File: src/rtl/wave_scheduler.sv
// Shares one wave_logic profile generator between two frequency requesters: captures and clamps
// requests, arbitrates round-robin, issues new_f, waits for wave_ready and publishes cur/prev.
module wave_scheduler #(
  parameter int FREQ_W    = 11,
  parameter int BASE_FREQ = 220,
  parameter int MAX_FREQ  = 1760,
  parameter int TIMEOUT   = 2048
) (
  input  logic              clock,
  input  logic              reset_n,
  input  logic              req_a,
  input  logic [FREQ_W-1:0] freq_a,
  input  logic              req_b,
  input  logic [FREQ_W-1:0] freq_b,
  output logic              ack_a,
  output logic              ack_b,
  output logic              new_f,
  output logic [FREQ_W-1:0] frequency,
  input  logic              wave_ready,
  output logic              busy,
  output logic [FREQ_W-1:0] cur_freq,
  output logic [FREQ_W-1:0] prev_freq,
  output logic              swap,
  output logic              timeout_err
);

  localparam int CNT_W = $clog2(TIMEOUT + 1);

  typedef enum logic {
    ST_IDLE,
    ST_WAIT
  } state_e;

  localparam logic GRANT_A = 1'b0;
  localparam logic GRANT_B = 1'b1;

  function automatic logic [FREQ_W-1:0] clamp(input logic [FREQ_W-1:0] f);
    if (f < FREQ_W'(BASE_FREQ))     return FREQ_W'(BASE_FREQ);
    else if (f > FREQ_W'(MAX_FREQ)) return FREQ_W'(MAX_FREQ);
    else                            return f;
  endfunction

  state_e            state_q, state_d;
  logic              pend_a_q, pend_a_d, pend_b_q, pend_b_d;
  logic [FREQ_W-1:0] val_a_q, val_a_d, val_b_q, val_b_d;
  logic              last_grant_q, last_grant_d;
  logic [CNT_W-1:0]  cnt_q, cnt_d;
  logic              ack_a_q, ack_a_d, ack_b_q, ack_b_d;
  logic              new_f_q, new_f_d;
  logic [FREQ_W-1:0] freq_q, freq_d;
  logic [FREQ_W-1:0] cur_q, cur_d, prev_q, prev_d;
  logic              cur_valid_q, cur_valid_d;
  logic              swap_q, swap_d, tmo_q, tmo_d;
  logic              sel_b;
  logic [FREQ_W-1:0] sel_val;

  always_comb begin
    // NOTE: every signal gets a default here first, so no path can leave one unassigned (no latch).
    state_d      = state_q;
    pend_a_d     = pend_a_q;
    pend_b_d     = pend_b_q;
    val_a_d      = val_a_q;
    val_b_d      = val_b_q;
    last_grant_d = last_grant_q;
    cnt_d        = cnt_q;
    freq_d       = freq_q;
    cur_d        = cur_q;
    prev_d       = prev_q;
    cur_valid_d  = cur_valid_q;
    ack_a_d      = req_a;
    ack_b_d      = req_b;
    new_f_d      = 1'b0;
    swap_d       = 1'b0;
    tmo_d        = 1'b0;
    sel_b        = 1'b0;
    sel_val      = val_a_q;

    case (state_q)
      ST_IDLE: begin
        if (pend_a_q || pend_b_q) begin
          // On a tie the requester that was not granted last goes first.
          sel_b   = (pend_a_q && pend_b_q) ? (last_grant_q == GRANT_A) : pend_b_q;
          sel_val = sel_b ? val_b_q : val_a_q;
          if (sel_b) pend_b_d = 1'b0;
          else       pend_a_d = 1'b0;
          if (!(cur_valid_q && (sel_val == cur_q))) begin
            new_f_d      = 1'b1;
            freq_d       = sel_val;
            last_grant_d = sel_b ? GRANT_B : GRANT_A;
            cnt_d        = '0;
            state_d      = ST_WAIT;
          end
        end
      end
      ST_WAIT: begin
        cnt_d = cnt_q + CNT_W'(1);
        if (wave_ready) begin
          prev_d      = cur_q;
          cur_d       = freq_q;
          cur_valid_d = 1'b1;
          swap_d      = 1'b1;
          state_d     = ST_IDLE;
        end else if (cnt_q == CNT_W'(TIMEOUT - 1)) begin
          tmo_d   = 1'b1;
          state_d = ST_IDLE;
        end
      end
      default: state_d = ST_IDLE;
    endcase

    // Capture comes last so a request landing on the same edge as a grant keeps its slot pending.
    if (req_a) begin
      pend_a_d = 1'b1;
      val_a_d  = clamp(freq_a);
    end
    if (req_b) begin
      pend_b_d = 1'b1;
      val_b_d  = clamp(freq_b);
    end
  end

  // NOTE: sequential state uses non-blocking assignments so every flop samples pre-edge values.
  always_ff @(posedge clock or negedge reset_n) begin
    if (!reset_n) begin
      state_q      <= ST_IDLE;
      pend_a_q     <= 1'b0;
      pend_b_q     <= 1'b0;
      val_a_q      <= '0;
      val_b_q      <= '0;
      last_grant_q <= GRANT_B;
      cnt_q        <= '0;
      ack_a_q      <= 1'b0;
      ack_b_q      <= 1'b0;
      new_f_q      <= 1'b0;
      freq_q       <= '0;
      cur_q        <= '0;
      prev_q       <= '0;
      cur_valid_q  <= 1'b0;
      swap_q       <= 1'b0;
      tmo_q        <= 1'b0;
    end else begin
      state_q      <= state_d;
      pend_a_q     <= pend_a_d;
      pend_b_q     <= pend_b_d;
      val_a_q      <= val_a_d;
      val_b_q      <= val_b_d;
      last_grant_q <= last_grant_d;
      cnt_q        <= cnt_d;
      ack_a_q      <= ack_a_d;
      ack_b_q      <= ack_b_d;
      new_f_q      <= new_f_d;
      freq_q       <= freq_d;
      cur_q        <= cur_d;
      prev_q       <= prev_d;
      cur_valid_q  <= cur_valid_d;
      swap_q       <= swap_d;
      tmo_q        <= tmo_d;
    end
  end

  assign ack_a       = ack_a_q;
  assign ack_b       = ack_b_q;
  assign new_f       = new_f_q;
  assign frequency   = freq_q;
  assign busy        = (state_q != ST_IDLE);
  assign cur_freq    = cur_q;
  assign prev_freq   = prev_q;
  assign swap        = swap_q;
  assign timeout_err = tmo_q;

endmodule

File: config.mk
export PLATFORM = sky130hd
export DESIGN_NAME = wave_scheduler
export DESIGN_NICKNAME = d
export VERILOG_FILES = /design/src/rtl/wave_scheduler.sv
export SDC_FILE = /design/constraint.sdc
export NUM_CORES = 1
export LEC_CHECK = 0
export CORE_MARGIN = 3
export CORE_UTILIZATION = 45
export DETAILED_ROUTE_END_ITERATION = 8
export GPL_ROUTABILITY_DRIVEN = 0
export PLACE_DENSITY_LB_ADDON = 0.05
export SYNTH_ARGS = -nofsm -noshare
export SYNTH_HDL_FRONTEND = slang
export SYNTH_SLANG_ARGS = --single-unit
File: constraint.sdc
create_clock -name clock -period 4.6 [get_ports clock]
set_clock_uncertainty 0.2 [all_clocks]
set_input_delay 1.15 -clock clock [delete_from_list [all_inputs] [get_ports clock]]
set_output_delay 1.15 -clock clock [all_outputs]
set_load 0.02 [all_outputs]
==> results of run 1 <==
worst min path at each step:
stage | startpoint | end | slack (ps) | cells after the start
final | cur_valid_q$_DFFE_PN0P_ | cur_valid_q$_DFFE_PN0P_ | 280 | 2
after global routing | cur_valid_q$_DFFE_PN0P_ | cur_valid_q$_DFFE_PN0P_ | 310 | 2
after CTS | cnt_q[11]$_DFFE_PN0P_ | timeout_err$_DFF_PN0_ | 280 | 1
after detailed placement | cur_valid_q$_DFFE_PN0P_ | cur_valid_q$_DFFE_PN0P_ | 270 | 2
after global placement | prev_freq[0]$_DFFE_PN0P_ | prev_freq[0]$_DFFE_PN0P_ | 270 | 2
after floorplan | cur_valid_q$_DFFE_PN0P_ | cur_valid_q$_DFFE_PN0P_ | 240 | 2
cells in the mapped netlist, types with 4 or more instances:
cell type / number / area, µm²
clkbuf_1: 6 / 22.52
mux2_2: 19 / 214.0
o22ai_1: 8 / 50.05
xnor2_1: 6 / 52.55
xor2_1: 12 / 105.1
o22a_1: 4 / 35.03
o21ai_0: 25 / 125.1
nand2_1: 29 / 108.9
nand4_1: 4 / 25.02
nand3_1: 7 / 35.03
a21oi_1: 7 / 35.03
dfrtp_1: 76 / 1902
inv_1: 28 / 105.1
mux2i_1: 13 / 130.1
nor4_1: 4 / 25.02
nor2_1: 28 / 105.1
sequential cells by signal, indices dropped and copies added (netlist names):
name          flops
busy              1
pend_b_q          1
ack_b             1
last_grant_q      1
pend_a_q          1
val_a_q          11
timeout_err       1
prev_freq        11
cur_freq         11
val_b_q          11
cur_valid_q       1
new_f             1
cnt_q            12
frequency        11
ack_a             1
swap              1
cell families (layout without fill, tap and decap cells):
| group | Yosys count | in the layout | synth area share, % |
|---|---|---|---|
| AO/OA/AOI/OAI | 64 | 64 | 12.62 |
| XOR/XNOR | 18 | 18 | 4.622 |
| adder cells (fa/ha/maj) | 1 | 1 | 0.3668 |
| buffers and inverters | 38 | 111 | 4.585 |
| flip-flops | 77 | 77 | 56.53 |
| multiplexers | 33 | 33 | 10.42 |
| AND/OR/NAND/NOR | 83 | 83 | 10.86 |
power breakdown:
part | internal (W) | switching [W] | total (W)
clock network | 0.000336 | 0.000240 | 0.000576
registers | 0.000872 | 0.000178 | 0.00105
logic | 0.000539 | 0.000586 | 0.00113
worst register-to-register path, delay by kind of cell (launching register included):
family	cells	cell delay (ps)
buf+inv	2	600
flops	1	380
xor+xnor	1	130
mux	1	390
compound gates	4	1270
layer usage:
metal,vias up,global-route usage (%),part of all wire (%)
li1,1228,-,-
met1,1218,27.00,48
met2,67,28.73,45
met3,14,3.379,4.9
met4,0,9.158,2.5
met5,-,0,0
area by class of cell:
class	instances	area, µm²
clock inverters	3	67.56
multi-input cells	199	1326
repair buffers	67	663.1
fillers	663	2919
well taps	99	123.9
flip-flops and latches	77	1928
inverters	28	105.1
clock buffers	13	158.9
through the flow:
step                      total power (W)  hold slack, ps  utilization (%)  cells
after floorplan                  0.001709           239.3                -    314
after global placement           0.002187           265.8            56.86    470
after detailed placement         0.002199           266.0            56.86    470
after CTS                        0.002782           282.9            59.97    486
after global routing             0.002918           314.5            59.97    486
final                            0.002752           278.6            59.97    486
==> impl_metrics.py, run 1 <==
metrics = {
    "global_route": {
        "grt_max_degree": 78,
        "grt_pass1_wl_mm": 12.81,
        "grt_pass1_vias": 2523,
        "antenna_found_initial": 0,
        "grt_use_total_pct": 19.17,
        "overflow": 0,
    },
    "critical_path": {
        "crit_top_cell": "buf_4",
        "timing.rr.start": "pend_b_q$_DFFE_PN0P_",
        "cpPeakStageDelay_ps": 840,
        "end_kind": "register",
        "critical_path_buf_inv_count": 2,
        "path_cells": "a21boi_1 -> buf_4 -> mux2i_1 -> xor2_1 -> o21a_1 -> a311oi_4 -> buf_4 -> o21ai_0",
        "r2r_end": "cnt_q[5]$_DFFE_PN0P_",
        "crit_arrival_ps": 3110,
        "reg2reg_depth": 8,
        "cp.required_ps": 4630,
        "startpoint": "pend_b_q$_DFFE_PN0P_",
        "endpoint": "cnt_q[5]$_DFFE_PN0P_",
        "cp.depth": 8,
        "start_kind": "register",
        "crit_fanout": 19,
        "reg2reg_slack_ps": 1520,
        "crit_slowest_cell": "a311oi_4",
        "cp_top_family": "compound AO/OA/AOI/OAI gates",
        "timing_worst_setup_path_type": "register to register",
    },
    "logic_synthesis": {
        "ys_seq_elements": 77,
        "ys_warn_count": 0,
        "syn_area_per_cell_um2": 10.86,
        "ys.flop_type": "dfrtp_1",
        "synthCells": 314,
        "seq_area_frac_synth_pct": 56.53,
        "syn_nets": 342,
        "synth_edf_count": 0,
        "ys_types": 43,
        "syn_area_um2": 3411,
        "synthArstFlopShare_pct": 100.0,
    },
    "route": {
        "drt_iter0_markers": 115,
        "drt-wirelength-per-cell_um": 15.83,
        "drt_wl_total_mm": 7.694,
        "first_pass_iters": 6,
        "vias": 2527,
        "drc": 0,
        "via_per_inst": 5.200,
        "ant_nets": 0,
    },
    "timing": {
        "rsz0062_at_grt": "no",
        "fin_crit_sh_pct": 66.90,
        "timing.final.crit_period_ps": 3077,
        "setup_viol": 0,
        "worst_pin_slew_ps": 1042,
        "fmax_mhz": 324.9,
        "hold_violations": 0,
        "slew_headroom_pct": 30.34,
        "slew_viol_final": 0,
        "layout_setup_ws_ps": 1523,
        "finalSetupTns_ps": 0,
    },
    "clock_network": {
        "cts_tree": "built",
        "cts_num_sinks": 77,
        "cts_setup_buffers": 0,
        "clock_insertion_delay_worst_skew_ps": 340,
        "cts_resized": 0,
        "cts_buffer_depth": 2,
        "cts_buffers": 9,
        "clkSlewWorstSetupHoldPaths_ps": 80,
        "htree_levels": 3,
        "cts_hold_buf": 0,
        "cts-root-buf": "clkbuf_8",
    },
    "run": {
        "drv_cap": 0,
    },
    "placement": {
        "dpl_cell_area_um2": 4146,
        "io_buffers": 65,
        "hpwlAfterDp_mm": 5.555,
        "place_ws_ps": 1431,
    },
    "final_layout": {
        "layout_commonest_cell": "dfrtp_1",
        "diodes": 0,
        "stdcell_area_um2": 4373,
        "layout-drive-gt1-share_pct": 10.59,
        "syn_to_final_growth_pct": 28.21,
        "final_cell_mix": "76 x dfrtp_1, 64 x clkdlybuf4s50_1, 29 x nand2_1",
        "nets": 410,
    },
    "floorplanning": {
        "die_x_um": 93.06,
        "core_area_um2": 7292,
        "die_y_um": 93.06,
        "design.die.area_um2": 8660,
        "start_util_pct": 46.77,
        "num_rows": 31,
        "io_pins": 66,
    },
    "worst_hold_path": {
        "hp-class": "register to register",
    },
    "power": {
        "p_leak_nw": 1.920,
        "peakVddDrop_uv": 205.1,
        "power_density_nw_per_um2": 629.2,
    },
    "status": {
        "outcome": "complete, no violations",
    },
}
Note: power is estimated with default switching activity, not from simulation.
==> run 2, diff against run 1 <==
Clock period 4.6 ns to 2.7 ns, I/O delays scaled along.
==> run 2 against run 1 <==
Total power up 71%. Utilization up 1.3 points. Critical endpoint is now frequency[7]$_DFFE_PN0P_. Largest cell class unchanged. Critical path type unchanged. Sequential power up 68%.
==> impl_metrics.py, run 2 (synthesized netlist as in run 1, its figures left out) <==
metrics = {
    "clock_network": {
        "clkSlewWorstSetupHoldPaths_ps": 80,
        "cts-root-buf": "clkbuf_8",
        "htree_levels": 3,
        "cts_buffers": 9,
        "cts_buffer_depth": 2,
        "clock_insertion_delay_worst_skew_ps": 340,
        "cts_tree": "built",
        "cts_num_sinks": 77,
    },
    "route": {
        "first_pass_iters": 5,
        "met2RoutedLength_mm": 3.521,
        "vias": 2574,
        "drt_iter0_markers": 133,
        "drt-wirelength-per-cell_um": 15.43,
        "routed.top_layer": "met4",
        "drc": 0,
        "met1Wirelength_mm": 3.602,
        "via_per_inst": 5.179,
        "met3WireLength_um": 465,
        "ant_nets": 0,
        "drt_wl_total_mm": 7.667,
    },
    "final_layout": {
        "layout_commonest_cell": "dfrtp_1",
        "seqCellArea_um2": 1928,
        "largest_reg_flops": 12,
        "fin_cells": 497,
        "final_util_pct": 61.27,
        "fillerInstances": 654,
        "layout-drive-gt1-share_pct": 13.82,
        "diodes": 0,
        "nets": 421,
        "top_register": "cnt_q",
        "syn_to_final_growth_pct": 31.00,
        "multi_input_area_um2": 1330,
        "final_cell_mix": "76 x dfrtp_1, 64 x clkdlybuf4s50_1, 29 x nand2_1",
    },
    "global_route": {
        "antenna_found_initial": 0,
        "grt_max_degree": 44,
        "grt_pass1_vias": 2525,
        "grt_use_total_pct": 19.26,
        "overflow": 0,
        "grt_pass1_wl_mm": 12.81,
    },
    "floorplanning": {
        "start_util_pct": 46.77,
        "die_x_um": 93.06,
        "io_pins": 66,
        "design.die.area_um2": 8660,
        "core_area_um2": 7292,
        "num_rows": 31,
        "die_y_um": 93.06,
    },
    "status": {
        "outcome": "complete, no violations",
    },
    "timing": {
        "whs_ps": 70.50,
        "fin_crit_sh_pct": 94.11,
        "fmax_mhz": 393.5,
        "hold_violations": 0,
        "timing.final.crit_period_ps": 2541,
        "finalSetupTns_ps": 0,
        "slew_headroom_pct": 69.17,
        "worst_pin_slew_ps": 461.4,
        "setup_viol": 0,
        "slew_viol_final": 0,
        "rsz0062_at_grt": "no",
    },
    "run": {
        "drv_cap": 0,
    },
    "critical_path": {
        "reg2reg_depth": 8,
        "crit_fanout": 22,
        "endpoint": "frequency[7]$_DFFE_PN0P_",
        "timing.rr.start": "pend_a_q$_DFFE_PN0P_",
        "reg2reg_slack_ps": 160,
        "start_kind": "register",
        "crit_arrival_ps": 2570,
        "startpoint": "pend_a_q$_DFFE_PN0P_",
        "timing_worst_setup_path_type": "register to register",
        "end_kind": "register",
        "r2r_end": "frequency[7]$_DFFE_PN0P_",
        "cp.required_ps": 2730,
    },
    "power": {
        "p_total_w": 0.004700,
        "power_density_nw_per_um2": 1052,
        "p_leak_nw": 1.983,
        "peakVddDrop_uv": 360.9,
    },
    "placement": {
        "io_buffers": 65,
        "dpl.cell_count": 481,
        "hpwlAfterDp_mm": 5.881,
    },
    "worst_hold_path": {
        "hp-class": "primary input to async pin",
    },
}
run 2: cell types whose count changed in the layout (fill, tap and decap cells not counted):
cell	previous run	this run
a21boi_1	1	0
a21boi_2	0	1
buf_12	0	2
buf_4	3	12
bufinv_16	2	1
clkbuf_1	2	0
clkbuf_8	11	12
clkinv_2	0	3
clkinvlp_4	1	0
run 2: how the worst min path moves through the flow:
stage / endpoint / slack [ps] / cells after the start
finish: prev_freq[4]$_DFFE_PN0P_ / 70 / 1
global route: prev_freq[5]$_DFFE_PN0P_ / 80 / 1
CTS: prev_freq[4]$_DFFE_PN0P_ / 80 / 1
detailed placement: prev_freq[4]$_DFFE_PN0P_ / 270 / 2
global placement: prev_freq[5]$_DFFE_PN0P_ / 260 / 2
floorplan: ack_a$_DFF_PN0_ / 180 / 0
run 2: repair_timing:
action,in CTS,in global routing
buffers inserted,0,0
hold buffers,0,0
endpoints found under the setup margin,0,6
hold endpoints to repair,0,0
gates resized for setup,0,1
run 2: area by class of cell:
| class | count | area share, % |
|---|---|---|
| timing repair buffer | 78 | 17.25 |
| inverter | 28 | 2.352 |
| tap | 99 | 2.772 |
| sequential | 77 | 43.15 |
| multi-input combinational | 199 | 29.77 |
| clock buffer | 12 | 3.696 |
| clock inverter | 4 | 1.008 |
run 2: stage by stage:
step,setup WS [ps],instance area [µm²]
4_1_cts,103.7,4464
3_3_place_gp,193.8,4254
3_5_place_dp,120.0,4254
6_report,158.9,4468
2_1_floorplan,388.8,3411
5_1_grt,8.570,4468
run 2: power by group:
part	internal, W	switching, W	leakage, nW
clock network	0.000498	0.000401	0.112
logic	0.00100	0.00104	0.938
registers	0.00149	0.000276	0.934
total	0.00299	0.00171	1.98
run 2: routing by layer:
metal | global-route usage (%) | up-vias
met5 | 0 | -
li1 | - | 1252
met4 | 5.128 | 0
met3 | 5.792 | 6
met1 | 27.51 | 1248
met2 | 28.73 | 68
run 2: critical path, stage by stage (launching register included):
cell and delay [ps]:
dfrtp_1 420, a21boi_2 180, buf_4 160, mux2i_1 290
xor2_1 110, o21a_1 140, a311oi_4 370, buf_12 220
mux2_2 340
